===== config.mk =====
export PLATFORM = sky130hd
export DESIGN_NAME = immgen_pipe
export DESIGN_NICKNAME = d
export VERILOG_FILES = /design/src/rtl/riscv_imm_pkg.sv /design/src/rtl/immgen_core.sv /design/src/rtl/immgen_pipe.sv
export SDC_FILE = /design/constraint.sdc
export NUM_CORES = 1
export LEC_CHECK = 0
export CORE_MARGIN = 10
export CORE_UTILIZATION = 45
export DETAILED_ROUTE_END_ITERATION = 7
export HOLD_SLACK_MARGIN = 0.08
export PLACE_DENSITY = 0.75
export SLEW_MARGIN = 5
export SYNTH_ARGS = -nofsm -noshare
export SYNTH_HDL_FRONTEND = slang
export SYNTH_SLANG_ARGS = --single-unit

===== constraint.sdc =====
create_clock -name clk -period 1.68 [get_ports clk]
set_input_delay 0.252 -clock clk [delete_from_list [all_inputs] [get_ports clk]]
set_output_delay 0.252 -clock clk [all_outputs]
set_load 0.1 [all_outputs]

===== src/rtl/riscv_imm_pkg.sv =====
// Shared immediate-format encodings for the decode stage.
package riscv_imm_pkg;

    localparam int unsigned IMM_SEL_W = 3;

    localparam logic [IMM_SEL_W-1:0] IMM_I = 3'd0;
    localparam logic [IMM_SEL_W-1:0] IMM_S = 3'd1;
    localparam logic [IMM_SEL_W-1:0] IMM_B = 3'd2;
    localparam logic [IMM_SEL_W-1:0] IMM_U = 3'd3;
    localparam logic [IMM_SEL_W-1:0] IMM_J = 3'd4;
    localparam logic [IMM_SEL_W-1:0] IMM_Z = 3'd5;

endpackage


===== src/rtl/immgen_core.sv =====
// Combinational immediate decoder: instruction bits [31:7] + selector -> XLEN immediate.
module immgen_core
    import riscv_imm_pkg::*;
#(
    parameter int unsigned XLEN = 32
) (
    input  logic [31:7]          instr,
    input  logic [IMM_SEL_W-1:0] imm_sel,
    output logic [XLEN-1:0]      imm,
    output logic                 err
);

    logic [31:0] imm32;

    // Every format is first built sign-extended to 32 bits; Z is zero-filled so bit 31 stays 0.
    always_comb begin
        imm32 = '0;
        err   = 1'b0;
        case (imm_sel)
            IMM_I:   imm32 = {{20{instr[31]}}, instr[31:20]};
            IMM_S:   imm32 = {{20{instr[31]}}, instr[31:25], instr[11:7]};
            IMM_B:   imm32 = {{19{instr[31]}}, instr[31], instr[7], instr[30:25], instr[11:8], 1'b0};
            IMM_U:   imm32 = {instr[31:12], 12'b0};
            IMM_J:   imm32 = {{11{instr[31]}}, instr[31], instr[19:12], instr[20], instr[30:21], 1'b0};
            IMM_Z:   imm32 = {27'b0, instr[19:15]};
            default: err   = 1'b1;
        endcase
    end

    // Widen from bit 31 so XLEN=64 U-type sign-extends as RV64 requires.
    assign imm = XLEN'($signed(imm32));

endmodule


===== src/rtl/immgen_pipe.sv =====
// Registered immediate generator with a two-entry skid buffer on a valid/ready boundary.
module immgen_pipe
    import riscv_imm_pkg::*;
#(
    parameter int unsigned XLEN  = 32,
    parameter int unsigned TAG_W = 32
) (
    input  logic                 clk,
    input  logic                 rst_n,
    input  logic                 in_valid,
    output logic                 in_ready,
    input  logic [24:0]          in_instr,
    input  logic [IMM_SEL_W-1:0] in_imm_sel,
    input  logic [TAG_W-1:0]     in_tag,
    output logic                 out_valid,
    input  logic                 out_ready,
    output logic [XLEN-1:0]      out_imm,
    output logic [TAG_W-1:0]     out_tag,
    output logic                 out_err
);

    // Encoding is {skid valid, out valid}.
    typedef enum logic [1:0] {
        ST_EMPTY = 2'b00,
        ST_ONE   = 2'b01,
        ST_FULL  = 2'b11
    } state_t;

    state_t state, state_nxt;

    logic [XLEN-1:0]  core_imm;
    logic             core_err;
    logic [XLEN-1:0]  skid_imm;
    logic [TAG_W-1:0] skid_tag;
    logic             skid_err;
    logic             in_xfer;
    logic             out_xfer;
    logic             load_out_in;
    logic             load_out_skid;
    logic             load_skid;

    immgen_core #(.XLEN(XLEN)) u_core (
        .instr   (in_instr),
        .imm_sel (in_imm_sel),
        .imm     (core_imm),
        .err     (core_err)
    );

    assign in_xfer  = in_valid && in_ready;
    assign out_xfer = out_valid && out_ready;

    // Next state and register-load steering.
    always_comb begin
        state_nxt     = state;
        load_out_in   = 1'b0;
        load_out_skid = 1'b0;
        load_skid     = 1'b0;
        case (state)
            ST_EMPTY: begin
                if (in_xfer) begin
                    state_nxt   = ST_ONE;
                    load_out_in = 1'b1;
                end
            end
            ST_ONE: begin
                if (in_xfer && out_xfer) begin
                    load_out_in = 1'b1;
                end else if (in_xfer) begin
                    state_nxt = ST_FULL;
                    load_skid = 1'b1;
                end else if (out_xfer) begin
                    state_nxt = ST_EMPTY;
                end
            end
            ST_FULL: begin
                if (out_xfer) begin
                    state_nxt     = ST_ONE;
                    load_out_skid = 1'b1;
                end
            end
            default: state_nxt = ST_EMPTY;
        endcase
    end

    // Handshake flags are registered from the next state so out_ready never reaches in_ready combinationally.
    always_ff @(posedge clk or negedge rst_n) begin
        if (!rst_n) begin
            state     <= ST_EMPTY;
            in_ready  <= 1'b1;
            out_valid <= 1'b0;
        end else begin
            state     <= state_nxt;
            in_ready  <= (state_nxt != ST_FULL);
            out_valid <= (state_nxt != ST_EMPTY);
        end
    end

    always_ff @(posedge clk or negedge rst_n) begin
        if (!rst_n) begin
            out_imm  <= '0;
            out_tag  <= '0;
            out_err  <= 1'b0;
            skid_imm <= '0;
            skid_tag <= '0;
            skid_err <= 1'b0;
        end else begin
            if (load_out_in) begin
                out_imm <= core_imm;
                out_tag <= in_tag;
                out_err <= core_err;
            end else if (load_out_skid) begin
                out_imm <= skid_imm;
                out_tag <= skid_tag;
                out_err <= skid_err;
            end
            if (load_skid) begin
                skid_imm <= core_imm;
                skid_tag <= in_tag;
                skid_err <= core_err;
            end
        end
    end

endmodule


==> results of run 1 <==
-- worst paths after layout --
kind	from	slack (ns)	depth (start not counted)	end
setup / recovery	in_ready	0.04	6	out_tag[19]
hold / removal	rst_n	0.32	2	out_tag[11]
setup reg to reg	in_ready	0.04	6	out_tag[19]
hold reg to reg	skid_imm[13]	0.48	2	skid_imm[13]
max in group asynchronous	rst_n	0.76	3	skid_imm[31]
min in group clk	skid_imm[13]	0.48	2	skid_imm[13]
-- through the flow --
| step | cell area (um2) | hold WS [ns] | std cells | worst slack, ns |
|---|---|---|---|---|
| 2_1_floorplan | 6340 | -0.0436 | 572 | -0.178 |
| 4_1_cts | 9390 | 0.306 | 906 | 0.00183 |
| 5_1_grt | 9540 | 0.337 | 912 | -0.0399 |
| 3_5_place_dp | 8740 | 0.179 | 875 | -0.329 |
| 3_3_place_gp | 8740 | 0.172 | 875 | -0.288 |
| 6_report | 9540 | 0.320 | 912 | 0.0435 |
-- critical path, cell delays in order, from the launching register on --
cell      delay [ns]
dfstp_4         0.61
buf_4           0.13
nand3b_4        0.09
buf_4           0.18
buf_12          0.17
o22ai_1         0.21
o21ai_0         0.11
-- state kept, by name (all words and copies together) (netlist names) --
| register | cells |
|---|---|
| out_valid | 1 |
| in_ready | 1 |
| out_tag | 32 |
| out_imm | 32 |
| out_err | 1 |
| skid_tag | 32 |
| skid_err | 1 |
| state | 2 |
| skid_imm | 32 |
-- metal layers --
metal  up-vias  part of all wire [%]  routed length (um)  track usage [%]
met2       161                    50                8830             29.3
met4         0                   2.0                 352             7.33
met3        25                   5.5                 969             5.03
met1      2514                    43                7560             22.8
met5         -                     0                   0                0
li1       2380                     -                   -                -
-- what timing repair did --
| item | in CTS | in global routing |
|---|---|---|
| hold endpoints to repair | 34 | 0 |
| setup buffers | 0 | 4 |
| pin swaps | 0 | 1 |
| hold buffers | 1 | 0 |
| resized for setup | 2 | 19 |
| gates cloned | 0 | 2 |
| endpoints found under the setup margin | 3 | 30 |
-- cell families after synthesis --
kind of cell | share of synthesized area, %
AOI/OAI and AO/OA | 19.4
adders and majority gates | 0.179
buffers and inverters | 5.34
DFF | 53.2
muxes | 8.70
and+or+nand+nor | 13.1
-- placed cells by master, fill, tap and decap left out, types with 5 or more instances in the layout --
master | Yosys | routed
clkdlybuf4s50_1 | 0 | 62
a211oi_1 | 7 | 6
nand2_1 | 98 | 97
o2bb2ai_1 | 15 | 15
buf_12 | 0 | 83
a22o_1 | 6 | 6
nor2b_1 | 6 | 6
dfrtp_1 | 133 | 132
buf_4 | 4 | 31
mux2_4 | 32 | 32
mux2_2 | 5 | 5
o21ai_1 | 10 | 19
and4b_1 | 7 | 7
o31ai_2 | 12 | 12
o22ai_1 | 40 | 40
o21ai_0 | 71 | 62
nor2_1 | 15 | 14
nor4bb_1 | 13 | 13
a21oi_1 | 13 | 13
clkbuf_16 | 0 | 19
-- cell type report --
class	count	share of cell area, %
Sequential cell	134	35.3
Multi-Input combinational cell	383	28.3
Timing Repair Buffer	182	27.4
Clock buffer	22	5.08
Tap cell	180	2.36
Clock inverter	8	1.54
Inverter	3	0.118
==> results.md, run 1 <==
* Status: finished, final reports clean
* RD Place Congestion at 0.869
* Starting DRT DRC Count at approximately 370
* Proportion of netlist area held by the largest area contributor at between 50 and 60%
* Detailed-router iteration count before antenna repair at 5
* Vias per cell at approximately 5.6
* Post-synth EDFFs at 0
* Count leader, synth: dfrtp_1
* Bufs on Longest Clock Path at 2
* Core Util, Final at between 60% and 70%
* Final Hold Violating Endpoints at 0
* Initial Util at 45.7%
* GRT overflow at 0
* Max Clock Skew at ~0.0067 ns
* CP endpoint kind: flop
* Port bufs at between 100 and 150
* Die ar. at 19100 um2
* Most frequent cells after synthesis: dfrtp_1 (133), nand2_1 (98), o21ai_0 (71)
* WP data required at ~2 ns
* Wire per inst at roughly 19 um
* Post-Syn Nets at about 640
* Crit Path Class: reg2reg
* Final ANT Viol Nets at 0
* DPL Wire Length at around 12000 um
* CTS tree: yes
* H-tree Lvls at 4
* Final Setup Violations at 0
* CTS root buffer: clkbuf_16
* Asr flop ratio synth at 100%
* Number of fill cells at between 1000 and 1500
* I/O Pins at 131
* Fmax at a little over 0.6 GHz
* Rows at 43
* Via total after detailed routing at 5080
* Antenna violations before repair at 0
* Main synth FF type: dfrtp_1
* Mapped Area at between 6000 and 7000 um2
* Top post-synthesis cells by area: dfrtp_1 (53%), mux2_4 (7.6%), nand2_1 (5.8%)
* Core Area at 13800 um2
* Die Height at 138 um
* Die W at 138 um
* Fin Setup TNS at 0 ns
* Unique cell type count in the Yosys netlist at 40
* # diodes at 0
* Area delta synth->final at 51.3%
* Post-synthesis register bit count at about 130
* Worst slew pin tran at about 0.39 ns
* Worst hold path class: in2async
* Worst-Skew Late Latency at about 0.42 ns
* Pins Over Slew Limit at 0
* Critical path launch point type: flop
* Register area share after synthesis at a little over half
* WL final at roughly 18000 um
* Max Cap Viol at 0
* Minimum clock period at 1.64 ns
* Leading area contributor after synthesis: dfrtp_1
* Reg clk slew, reported paths at roughly 0.06 ns
* Ys Warns at 0
* Multi-input logic area at roughly 2700 um2
* FF+latch area at approximately 3400 um2
* First-pass GRT wire length at ~29000 um
* Worst slew margin at about three quarters
* Mapped Cells at approximately 570
* CTS buffer count at 17
* Arr. time, crit path at a little under 2 ns
* Vias in the first global route at roughly 5300
* Final #Nets at 785
* Final period util at approximately 100%
* Largest net degree at the start of global routing at 45
* Tot GR Track Use at 18.3%
* Critical path fanouts, max at 29
* DR DRC count at 0
* Post-Syn Area per Cell at between 10 and 15 um2
* Share of layout cells above drive strength 1 at between 30% and 40%
* Clock Sinks at roughly 130
Power of run 1 is left out: the tool's default activity adds up to more than one toggle a clock period on the data nets, which glitch-free logic cannot reach.
==> run 2, diff against run 1 <==
- CORE_ASPECT_RATIO: not set -> 1.2
==> run 2 against run 1 <==
Compared with the run above:
- count of clock-buffer cells in the layout shrank 3
- maximum frequency shrank 1.0%
- critical path depth stayed put
- routed wire length fell by 3.2%
- non-clock buffer count decreased by 8
- hold slack improved by 0.029 ns
- design area down 1.4%
- highest routed layer unchanged
==> results.md, run 2 (synthesized netlist as in run 1, its figures left out) <==
* Status: finished, final reports clean
* Max Clock Skew at about 0.011 ns
* Vias per cell at 5.62
* CTS root buffer: clkbuf_16
* Worst slew pin tran at ~0.45 ns
* Tot GR Track Use at 17.3%
* Wire per inst at 19.1 um
* Worst setup margin at 0.0268 ns
* Pins Over Slew Limit at 0
* CTS buffer count at 17
* Arr. time, crit path at a little under 2 ns
* Fmax at approximately 0.60 GHz
* Rows at 47
* CP endpoint kind: flop
* Final Setup Violations at 0
* Unrepaired setup endpoints after global routing: true
* I/O Pins at 131
* Commonest non-fill, non-tap cell in the layout: dfrtp_1
* Worst setup path end: out_imm[8]
* Largest net degree at the start of global routing at 49
* Post-CTS Setup Inserts at 0
* Final period util at 98.4%
* Final Hold Violating Endpoints at 0
* Worst hold path class: in2async
* Die ar. at 19200 um2
* Bufs on Longest Clock Path at 2
* Die Height at between 100 and 150 um
* Final ANT Viol Nets at 0
* Port bufs at 130
* Commonest non-fill, non-tap cells in the layout: dfrtp_1 (132), nand2_1 (97), buf_12 (81)
* Max Cap Viol at 0
* Critical path launch point type: flop
* RD Place Congestion at ~0.85
* CTS tree: yes
* Die W at about 130 um
* Worst-Skew Late Latency at 0.41 ns
* R2R Path Start: in_ready
* FF-to-FF End: out_imm[8]
* Worst slew margin at 69.9%
* First-pass GRT wire length at about 27000 um
* Critical path fanouts, max at 14
* Detailed-router iteration count before antenna repair at 5
* Initial Util at between 40% and 50%
* WL final at ~17000 um
* DPL Wire Length at about 12000 um
* Reg clk slew, reported paths at ~0.060 ns
* Via total after detailed routing at slightly above 5000
* Clock Sinks at about 130
* Minimum clock period at between 1.5 and 2 ns
* # diodes at 0
* Antenna violations before repair at 0
* Cells on worst reg2reg path at 6
* Final #Nets at roughly 780
* Share of layout cells above drive strength 1 at 29.2%
* Starting DRT DRC Count at around 430
* Worst Setup SP: in_ready
* H-tree Lvls at 4
* WP data required at ~2.0 ns
* Vias in the first global route at between 5000 and 6000
* Core Area at ~14000 um2
* Pre-CTS setup slack at -0.448 ns
* Crit Path Class: reg2reg
* DR DRC count at 0
* GRT overflow at 0
* R2r setup slk at 0.03 ns
* Area delta synth->final at 49.1%
-- run 2: cell types whose count changed in the layout (fill, tap and decap cells not counted), sizes merged --
cell,before,now
buf,117,110
clkbuf,24,20
clkinv,3,7
clkdlybuf4s50,62,61
dlymetal6s2s,0,1
-- run 2: worst min path at each step --
stage	start	to	slack (ns)
floorplan	rst_n	out_err	-0.04
global placement	rst_n	out_tag[4]	0.18
detailed placement	rst_n	skid_tag[4]	0.19
CTS	rst_n	skid_tag[9]	0.34
global route	rst_n	out_tag[6]	0.38
finish	rst_n	out_tag[7]	0.35
-- run 2: worst max-delay path, stage by stage (launching register included) --
cell and delay (ns):
dfstp_4 0.61, and3b_2 0.24, nand2b_1 0.11, buf_12 0.17, buf_4 0.15, o22ai_1 0.14, o21ai_0 0.10
-- run 2: layout make-up --
cell class	count	area, um2
Fill cell	1047	4360
Sequential cell	134	3360
Multi-Input combinational cell	383	2680
Timing Repair Buffer	174	2500
Clock buffer	19	453
Tap cell	171	214
Clock inverter	12	178
Inverter	3	11.3
-- run 2: what timing repair did --
action | in CTS | in global routing
endpoints found under the hold margin | 39 | 0
resized for setup | 2 | 11
pin swaps | 0 | 1
setup endpoints to repair | 2 | 42
gates cloned | 0 | 1
hold buffers | 1 | 0
-- run 2: per-stage QoR --
| stage | instance area [um2] | setup TNS [ns] | utilization (%) | hold slack (ns) | instances |
|---|---|---|---|---|---|
| after global placement | 8680 | -22.29 | 63.1 | 0.181 | 863 |
| final | 9400 | 0 | 68.3 | 0.350 | 896 |
| after detailed placement | 8680 | -26.92 | 63.1 | 0.192 | 863 |
| after floorplan | 6340 | -12.20 | - | -0.0436 | 572 |
| after CTS | 9330 | 0 | 67.8 | 0.338 | 895 |
| after global routing | 9400 | -0.208 | 68.3 | 0.385 | 896 |
-- run 2: metal layers --
layer | share of wire, % | vias up | wire [um] | track usage, %
met5 | 0 | - | 0 | 0
met3 | 6.1 | 13 | 1040 | 4.95
met1 | 44 | 2501 | 7610 | 22.7
li1 | - | 2352 | - | -
met2 | 49 | 171 | 8340 | 27.4
met4 | 0.93 | 0 | 160 | 4.85
Power of run 2 is left out for the same reason.
